<file path="config.mk">
export PLATFORM = sky130hd
export DESIGN_NAME = keypad_entry_ctrl_flat
export DESIGN_NICKNAME = d
export VERILOG_FILES = /design/src/rtl/keypad_entry_ctrl_if.sv /design/src/rtl/keypad_entry_ctrl.sv /design/src/flat_wrapper.sv
export SDC_FILE = /design/constraint.sdc
export NUM_CORES = 1
export LEC_CHECK = 0
export BUFFER_PORTS_ARGS = -buffer_cell sky130_fd_sc_hd__buf_2
export CAP_MARGIN = 15
export CORE_AREA = 2 2 217 219
export DETAILED_ROUTE_END_ITERATION = 12
export DIE_AREA = 0 0 219 221
export GPL_TIMING_DRIVEN = 1
export PLACE_DENSITY_LB_ADDON = 0.08
export SETUP_SLACK_MARGIN = 0.5
export SLEW_MARGIN = 15
export SYNTH_ARGS = -nofsm -noshare
export SYNTH_HDL_FRONTEND = slang
export SYNTH_SLANG_ARGS = --single-unit
</file>
<file path="constraint.sdc">
create_clock -name clk -period 4.7 [get_ports clk]
set_clock_uncertainty 0.1 [all_clocks]
set_input_delay 0.705 -clock clk [delete_from_list [all_inputs] [get_ports clk]]
set_output_delay 0.705 -clock clk [all_outputs]
set_load 0.005 [all_outputs]
</file>
<file path="src/rtl/keypad_entry_ctrl_if.sv">
// Key-event inputs and display/result outputs of the keypad entry controller.
interface keypad_entry_ctrl_if;
  logic         en;
  logic         key_valid;
  logic [8:0]   last_change;
  logic [511:0] key_down;
  logic [3:0]   digit_0;
  logic [3:0]   digit_1;
  logic [3:0]   digit_2;
  logic [3:0]   digit_3;
  logic [13:0]  value;
  logic         value_valid;
  logic [2:0]   count;
  logic         busy;
  logic         err;

  modport master (
    output en, key_valid, last_change, key_down,
    input  digit_0, digit_1, digit_2, digit_3, value, value_valid, count, busy, err
  );

  modport slave (
    input  en, key_valid, last_change, key_down,
    output digit_0, digit_1, digit_2, digit_3, value, value_valid, count, busy, err
  );
endinterface

</file>
<file path="src/rtl/keypad_entry_ctrl.sv">
// Numeric keypad entry: right-aligned 4-digit buffer driving seven-segment
// digits, with a 4-cycle BCD-to-binary conversion on Enter.
module keypad_entry_ctrl #(
  parameter int unsigned DIGITS     = 4,
  parameter logic [8:0]  CODE_ENTER = 9'h05A,
  parameter logic [8:0]  CODE_BKSP  = 9'h066,
  parameter logic [8:0]  CODE_ESC   = 9'h076
) (
  input logic                clk,
  input logic                rst,
  keypad_entry_ctrl_if.slave kp
);
  localparam logic [3:0] DASH  = 4'd10;
  localparam logic [3:0] BLANK = 4'd15;

  typedef enum logic [1:0] {IDLE, ENTRY, CONVERT, DONE} state_t;

  state_t      state;
  logic [3:0]  dig [DIGITS];
  logic [2:0]  cnt;
  logic [1:0]  idx;
  logic [13:0] acc;
  logic [13:0] value_r;
  logic        value_valid_r;
  logic        busy_r;
  logic        err_r;

  logic        press;
  logic        is_digit;
  logic        is_enter;
  logic        is_bksp;
  logic        is_esc;
  logic [3:0]  key_digit;
  logic [3:0]  cur;
  logic [13:0] acc_next;

  always_comb begin
    press     = kp.key_valid && kp.key_down[kp.last_change] && kp.en;
    is_digit  = 1'b0;
    key_digit = '0;
    if (!kp.last_change[8]) begin
      is_digit = 1'b1;
      case (kp.last_change[7:0])
        8'h70:   key_digit = 4'd0;
        8'h69:   key_digit = 4'd1;
        8'h72:   key_digit = 4'd2;
        8'h7A:   key_digit = 4'd3;
        8'h6B:   key_digit = 4'd4;
        8'h73:   key_digit = 4'd5;
        8'h74:   key_digit = 4'd6;
        8'h6C:   key_digit = 4'd7;
        8'h75:   key_digit = 4'd8;
        8'h7D:   key_digit = 4'd9;
        default: is_digit  = 1'b0;
      endcase
    end
    is_enter = (kp.last_change == CODE_ENTER);
    is_bksp  = (kp.last_change == CODE_BKSP);
    is_esc   = (kp.last_change == CODE_ESC);
    // Blank positions are leading empties of a short entry; they add nothing.
    cur      = dig[idx];
    acc_next = (cur == BLANK) ? acc : (acc * 14'd10) + 14'(cur);
  end

  always_ff @(posedge clk) begin
    if (rst) begin
      state <= IDLE;
      for (int unsigned i = 0; i < DIGITS; i++) dig[i] <= DASH;
      cnt           <= '0;
      idx           <= '0;
      acc           <= '0;
      value_r       <= '0;
      value_valid_r <= 1'b0;
      busy_r        <= 1'b0;
      err_r         <= 1'b0;
    end else begin
      value_valid_r <= 1'b0;
      err_r         <= 1'b0;
      case (state)
        IDLE, DONE: begin
          if (press && is_digit) begin
            state  <= ENTRY;
            dig[0] <= key_digit;
            for (int unsigned i = 1; i < DIGITS; i++) dig[i] <= BLANK;
            cnt    <= 3'd1;
          end else if (press && is_esc && state == DONE) begin
            state <= IDLE;
            for (int unsigned i = 0; i < DIGITS; i++) dig[i] <= DASH;
            cnt   <= '0;
          end
        end
        ENTRY: begin
          if (press) begin
            if (is_digit) begin
              if (cnt == 3'(DIGITS)) begin
                err_r <= 1'b1;
              end else begin
                for (int unsigned i = DIGITS - 1; i > 0; i--) dig[i] <= dig[i-1];
                dig[0] <= key_digit;
                cnt    <= cnt + 3'd1;
              end
            end else if (is_bksp && cnt > 3'd1) begin
              for (int unsigned i = 0; i < DIGITS - 1; i++) dig[i] <= dig[i+1];
              dig[DIGITS-1] <= BLANK;
              cnt           <= cnt - 3'd1;
            end else if (is_bksp || is_esc) begin
              state <= IDLE;
              for (int unsigned i = 0; i < DIGITS; i++) dig[i] <= DASH;
              cnt   <= '0;
            end else if (is_enter) begin
              state  <= CONVERT;
              acc    <= '0;
              idx    <= 2'(DIGITS - 1);
              busy_r <= 1'b1;
            end
          end
        end
        CONVERT: begin
          acc <= acc_next;
          idx <= idx - 2'd1;
          if (idx == 2'd0) begin
            value_r       <= acc_next;
            value_valid_r <= 1'b1;
            busy_r        <= 1'b0;
            state         <= DONE;
          end
        end
        default: state <= IDLE;
      endcase
    end
  end

  assign kp.digit_0     = dig[0];
  assign kp.digit_1     = dig[1];
  assign kp.digit_2     = dig[2];
  assign kp.digit_3     = dig[3];
  assign kp.count       = cnt;
  assign kp.value       = value_r;
  assign kp.value_valid = value_valid_r;
  assign kp.busy        = busy_r;
  assign kp.err         = err_r;
endmodule

</file>
<file path="src/flat_wrapper.sv">
// flat-port wrapper written by rule: the top's interface ports become plain ports
module keypad_entry_ctrl_flat 
#(
  parameter int unsigned DIGITS     = 4,
  parameter logic [8:0]  CODE_ENTER = 9'h05A,
  parameter logic [8:0]  CODE_BKSP  = 9'h066,
  parameter logic [8:0]  CODE_ESC   = 9'h076
)
  (clk, rst, kp_en, kp_key_valid, kp_last_change, kp_key_down, kp_digit_0, kp_digit_1, kp_digit_2, kp_digit_3, kp_value, kp_value_valid, kp_count, kp_busy, kp_err);
  keypad_entry_ctrl_if kp_i ();
  input logic clk;
  input logic rst;
  input wire logic [$bits(kp_i.en)-1:0] kp_en;
  input wire logic [$bits(kp_i.key_valid)-1:0] kp_key_valid;
  input wire logic [$bits(kp_i.last_change)-1:0] kp_last_change;
  input wire logic [$bits(kp_i.key_down)-1:0] kp_key_down;
  output wire logic [$bits(kp_i.digit_0)-1:0] kp_digit_0;
  output wire logic [$bits(kp_i.digit_1)-1:0] kp_digit_1;
  output wire logic [$bits(kp_i.digit_2)-1:0] kp_digit_2;
  output wire logic [$bits(kp_i.digit_3)-1:0] kp_digit_3;
  output wire logic [$bits(kp_i.value)-1:0] kp_value;
  output wire logic [$bits(kp_i.value_valid)-1:0] kp_value_valid;
  output wire logic [$bits(kp_i.count)-1:0] kp_count;
  output wire logic [$bits(kp_i.busy)-1:0] kp_busy;
  output wire logic [$bits(kp_i.err)-1:0] kp_err;
  assign kp_i.en = kp_en;
  assign kp_i.key_valid = kp_key_valid;
  assign kp_i.last_change = kp_last_change;
  assign kp_i.key_down = kp_key_down;
  assign kp_digit_0 = kp_i.digit_0;
  assign kp_digit_1 = kp_i.digit_1;
  assign kp_digit_2 = kp_i.digit_2;
  assign kp_digit_3 = kp_i.digit_3;
  assign kp_value = kp_i.value;
  assign kp_value_valid = kp_i.value_valid;
  assign kp_count = kp_i.count;
  assign kp_busy = kp_i.busy;
  assign kp_err = kp_i.err;
  keypad_entry_ctrl #(.DIGITS(DIGITS), .CODE_ENTER(CODE_ENTER), .CODE_BKSP(CODE_BKSP), .CODE_ESC(CODE_ESC)) u_core (.clk(clk), .rst(rst), .kp(kp_i));
endmodule
</file>
==> results.py <==
metrics = {
    "synthesis": {
        "async_flop_share_pct": 0,
        "synth_area_leader_cell": "mux4_2",
        "synthCells": 816,
        "yosys-top-cells-area": "mux4_2, dfxtp_1, mux4_1",
        "synth_area_sq_um": 8320,
        "synth.distinct_cells": 85,
        "yosys_warnings": 0,
        "yosysSeqAreaShare_pct": 14.92,
        "synth_edf_count": 12,
        "syn_avg_cell_area_sq_um": 10.20,
        "synth-main-ff-cell": "dfxtp_1",
        "ys_ff_latch": 56,
        "syn-num-nets": 1373,
        "netlist.area_leader.share_pct": 27.34,
    },
    "setup_path": {
        "end_kind": "flop",
        "r2r-start": "u_core.acc[3]",
        "reg2reg_setup_slack_ps": 1040,
        "reg2regPathDepth": 14,
        "cp_data_arrival_time_ps": 3910,
        "worst-setup-path-type": "primary input to flop",
        "crit_start": "kp_last_change[1]",
        "startpoint_type": "primary input",
        "r2r-end": "u_core.kp.value[12]",
        "cp_max_fo": 44,
        "worstPathRequired_ps": 4630,
    },
    "layout": {
        "nFillCells": 5098,
        "fin_nets": 1909,
        "final_area_sq_um": 12010,
        "fin_util_pct": 26.08,
        "fin_cells": 1969,
        "multiInputGateArea_sq_um": 6485,
        "register_area_sq_um": 1241,
        "areaGrowthSynthToFinish_pct": 44.38,
        "drive_gt1_share_pct": 53.66,
    },
    "timing": {
        "tightest_slew_ps": 1071,
        "worst_slack_ps": 712.9,
        "slew_headroom_pct": 28.34,
        "max_freq_mhz": 250.8,
        "finalCritPeriodShare_pct": 84.83,
        "final_max_slew_viol_count": 0,
        "setup_viol": 0,
        "totalNegativeSetupSlack_ps": 0,
        "rsz0062_at_grt": "false",
        "hold_violations": 0,
        "finalCriticalPeriod_ps": 3987,
    },
    "hold_path": {
        "holdPathEnd": "u_core.acc[13]",
        "min-delay-start": "u_core.acc[13]",
        "hold_path_class": "flop to flop",
        "min_delay_path_depth": 2,
    },
    "die": {
        "num_io_pins": 561,
        "rows": 79,
        "die_x_microns": 219,
        "fp.dieH_microns": 221,
        "die-area_sq_um": 48400,
        "design.core.area_sq_um": 46060,
        "initial_utilization_pct": 18.06,
    },
    "clock_tree": {
        "cts_buffer_depth": 2,
        "holdBufCountCts": 0,
        "worstSkewPairLatency_ps": 310,
        "cts_tree": "built",
        "clkSinkCount": 56,
        "cts-htree-levels": 2,
        "post_cts_buffers": 0,
        "cts-buffers-inserted": 5,
        "root_buffer": "clkbuf_16",
        "cts.clk_slew.worst_paths_ps": 70,
    },
    "routing": {
        "wl_per_cell_microns": 24.50,
        "postRouteAntennaNets": 0,
        "vias": 9262,
        "drt-total-wl_microns": 48250,
        "remaining_drc_errors": 0,
        "drt_iter0_drc": 472,
        "drtPass1Iterations": 5,
        "via_per_inst": 4.704,
    },
    "global_route": {
        "grt_max_degree": 48,
        "grt_pass1_vias": 10190,
        "overflow": 0,
        "grtUsageTotal_pct": 19.47,
        "antenna_found_initial": 14,
        "grt_pass1_wl_microns": 69670,
    },
    "pwr": {
        "p_leak_nw": 5.322,
        "powerDensity_nw_per_um2": 143.5,
        "vdd_ir_drop_max_mv": 0.1726,
    },
    "placed_design": {
        "placed_area_sq_um": 11800,
        "gp_congestion": 0.8829,
        "post-place-ws_ps": 46.11,
        "io_buffers": 560,
        "dp.cells": 1952,
        "dp_hpwl_microns": 41610,
    },
    "run_status": {
        "status": "finished, final reports clean",
    },
    "flow_run": {
        "maxCapViolations": 0,
    },
}
[kinds of logic (layout without fill, tap and decap cells)]
kind of cell,after synthesis,after routing,share of synthesized area (%)
flip-flops,56,56,14.92
adder cells (fa/ha/maj),32,32,4.993
other,0,9,0
XOR/XNOR,19,19,2.165
multiplexers,170,170,40.24
AND/OR/NAND/NOR,256,256,14.95
buffers and inverters,100,637,7.263
AO/OA/AOI/OAI,183,183,15.47
[placed cells by master, fill, tap and decap left out, types with 12 or more instances in the layout]
master / Yosys / final
a211oi_1: 13 / 13
a21oi_1: 39 / 39
a22oi_1: 27 / 27
buf_2: 16 / 557
buf_4: 12 / 29
dfxtp_1: 44 / 44
edfxtp_1: 12 / 12
ha_1: 30 / 30
inv_1: 31 / 31
mux2i_1: 39 / 39
mux4_1: 23 / 23
mux4_2: 101 / 101
nand2_1: 65 / 65
nand3_1: 22 / 22
nor2_1: 72 / 72
nor2b_1: 15 / 15
nor3_1: 28 / 28
o21ai_0: 22 / 22
xnor2_1: 12 / 12
[synth_stat cells, types with 23 or more instances]
cell and number:
mux4_2 101, nor2_1 72, nand2_1 65, dfxtp_1 44
a21oi_1 39, mux2i_1 39, inv_1 31, ha_1 30
nor3_1 28, a22oi_1 27, clkbuf_1 24, mux4_1 23
[power by group]
| part | switching, mW | internal (mW) |
|---|---|---|
| logic | 0.355 | 0.423 |
| clock network | 0.193 | 0.251 |
| registers | 0.00657 | 0.495 |
| total | 0.554 | 1.17 |
[worst max-delay path by stage]
stage                       end  slack, ps
6_report       u_core.dig[3][1]        710
5_1_grt        u_core.dig[3][1]        510
4_1_cts        u_core.dig[3][1]        520
3_5_place_dp   u_core.dig[0][3]         50
3_3_place_gp   u_core.dig[3][3]         60
2_1_floorplan  u_core.dig[1][0]       1040
[through the flow]
stage	hold slack (ps)	total power, mW
final	357.5	1.724
after global placement	341.7	1.302
after detailed placement	349.3	1.302
after CTS	360.3	1.752
after global routing	374.7	1.820
after floorplan	333.2	0.9207
[repair_timing]
action / in CTS / in global routing
pin swaps: 0 / 0
endpoints found under the setup margin: 23 / 29
gates resized for setup: 2 / 4
endpoints found under the hold margin: 0 / 0
[worst max-delay path: stages]
cell and delay (ps):
buf_12 280, buf_12 220, buf_12 210, buf_12 230
mux4_2 240, a221oi_2 80, o311ai_0 470, a32oi_1 170
buf_4 190, or3_1 430, buf_4 240, o21ai_0 170
buf_4 170
[metal layers]
metal	GRT usage (%)	vias to the layer above	share of wire [%]
li1	-	4370	-
met4	3.575	4	1.0
met5	0	-	0.052
met3	2.227	23	4.2
met1	24.44	4569	42
met2	35.74	296	53
[registers in the layout, summed over array words and instances, names as in the netlist, named ones only]
name and cells:
u_core.kp.value 14, u_core.kp.value_valid 1, u_core.kp.count 3, u_core.state 2, u_core.kp.busy 1, u_core.kp.err 1
u_core.acc 14, u_core.idx 2, u_core.dig 16
[area by class of cell]
class	instances	area share [%]
well taps	607	6.322
inverters	32	0.9999
clock inverters	3	0.3541
repair buffers	597	26.78
diodes	9	0.1875
flip-flops and latches	56	10.33
clock buffers	5	1.042
multi-input cells	660	53.98
(Power assumes the default switching activity.)
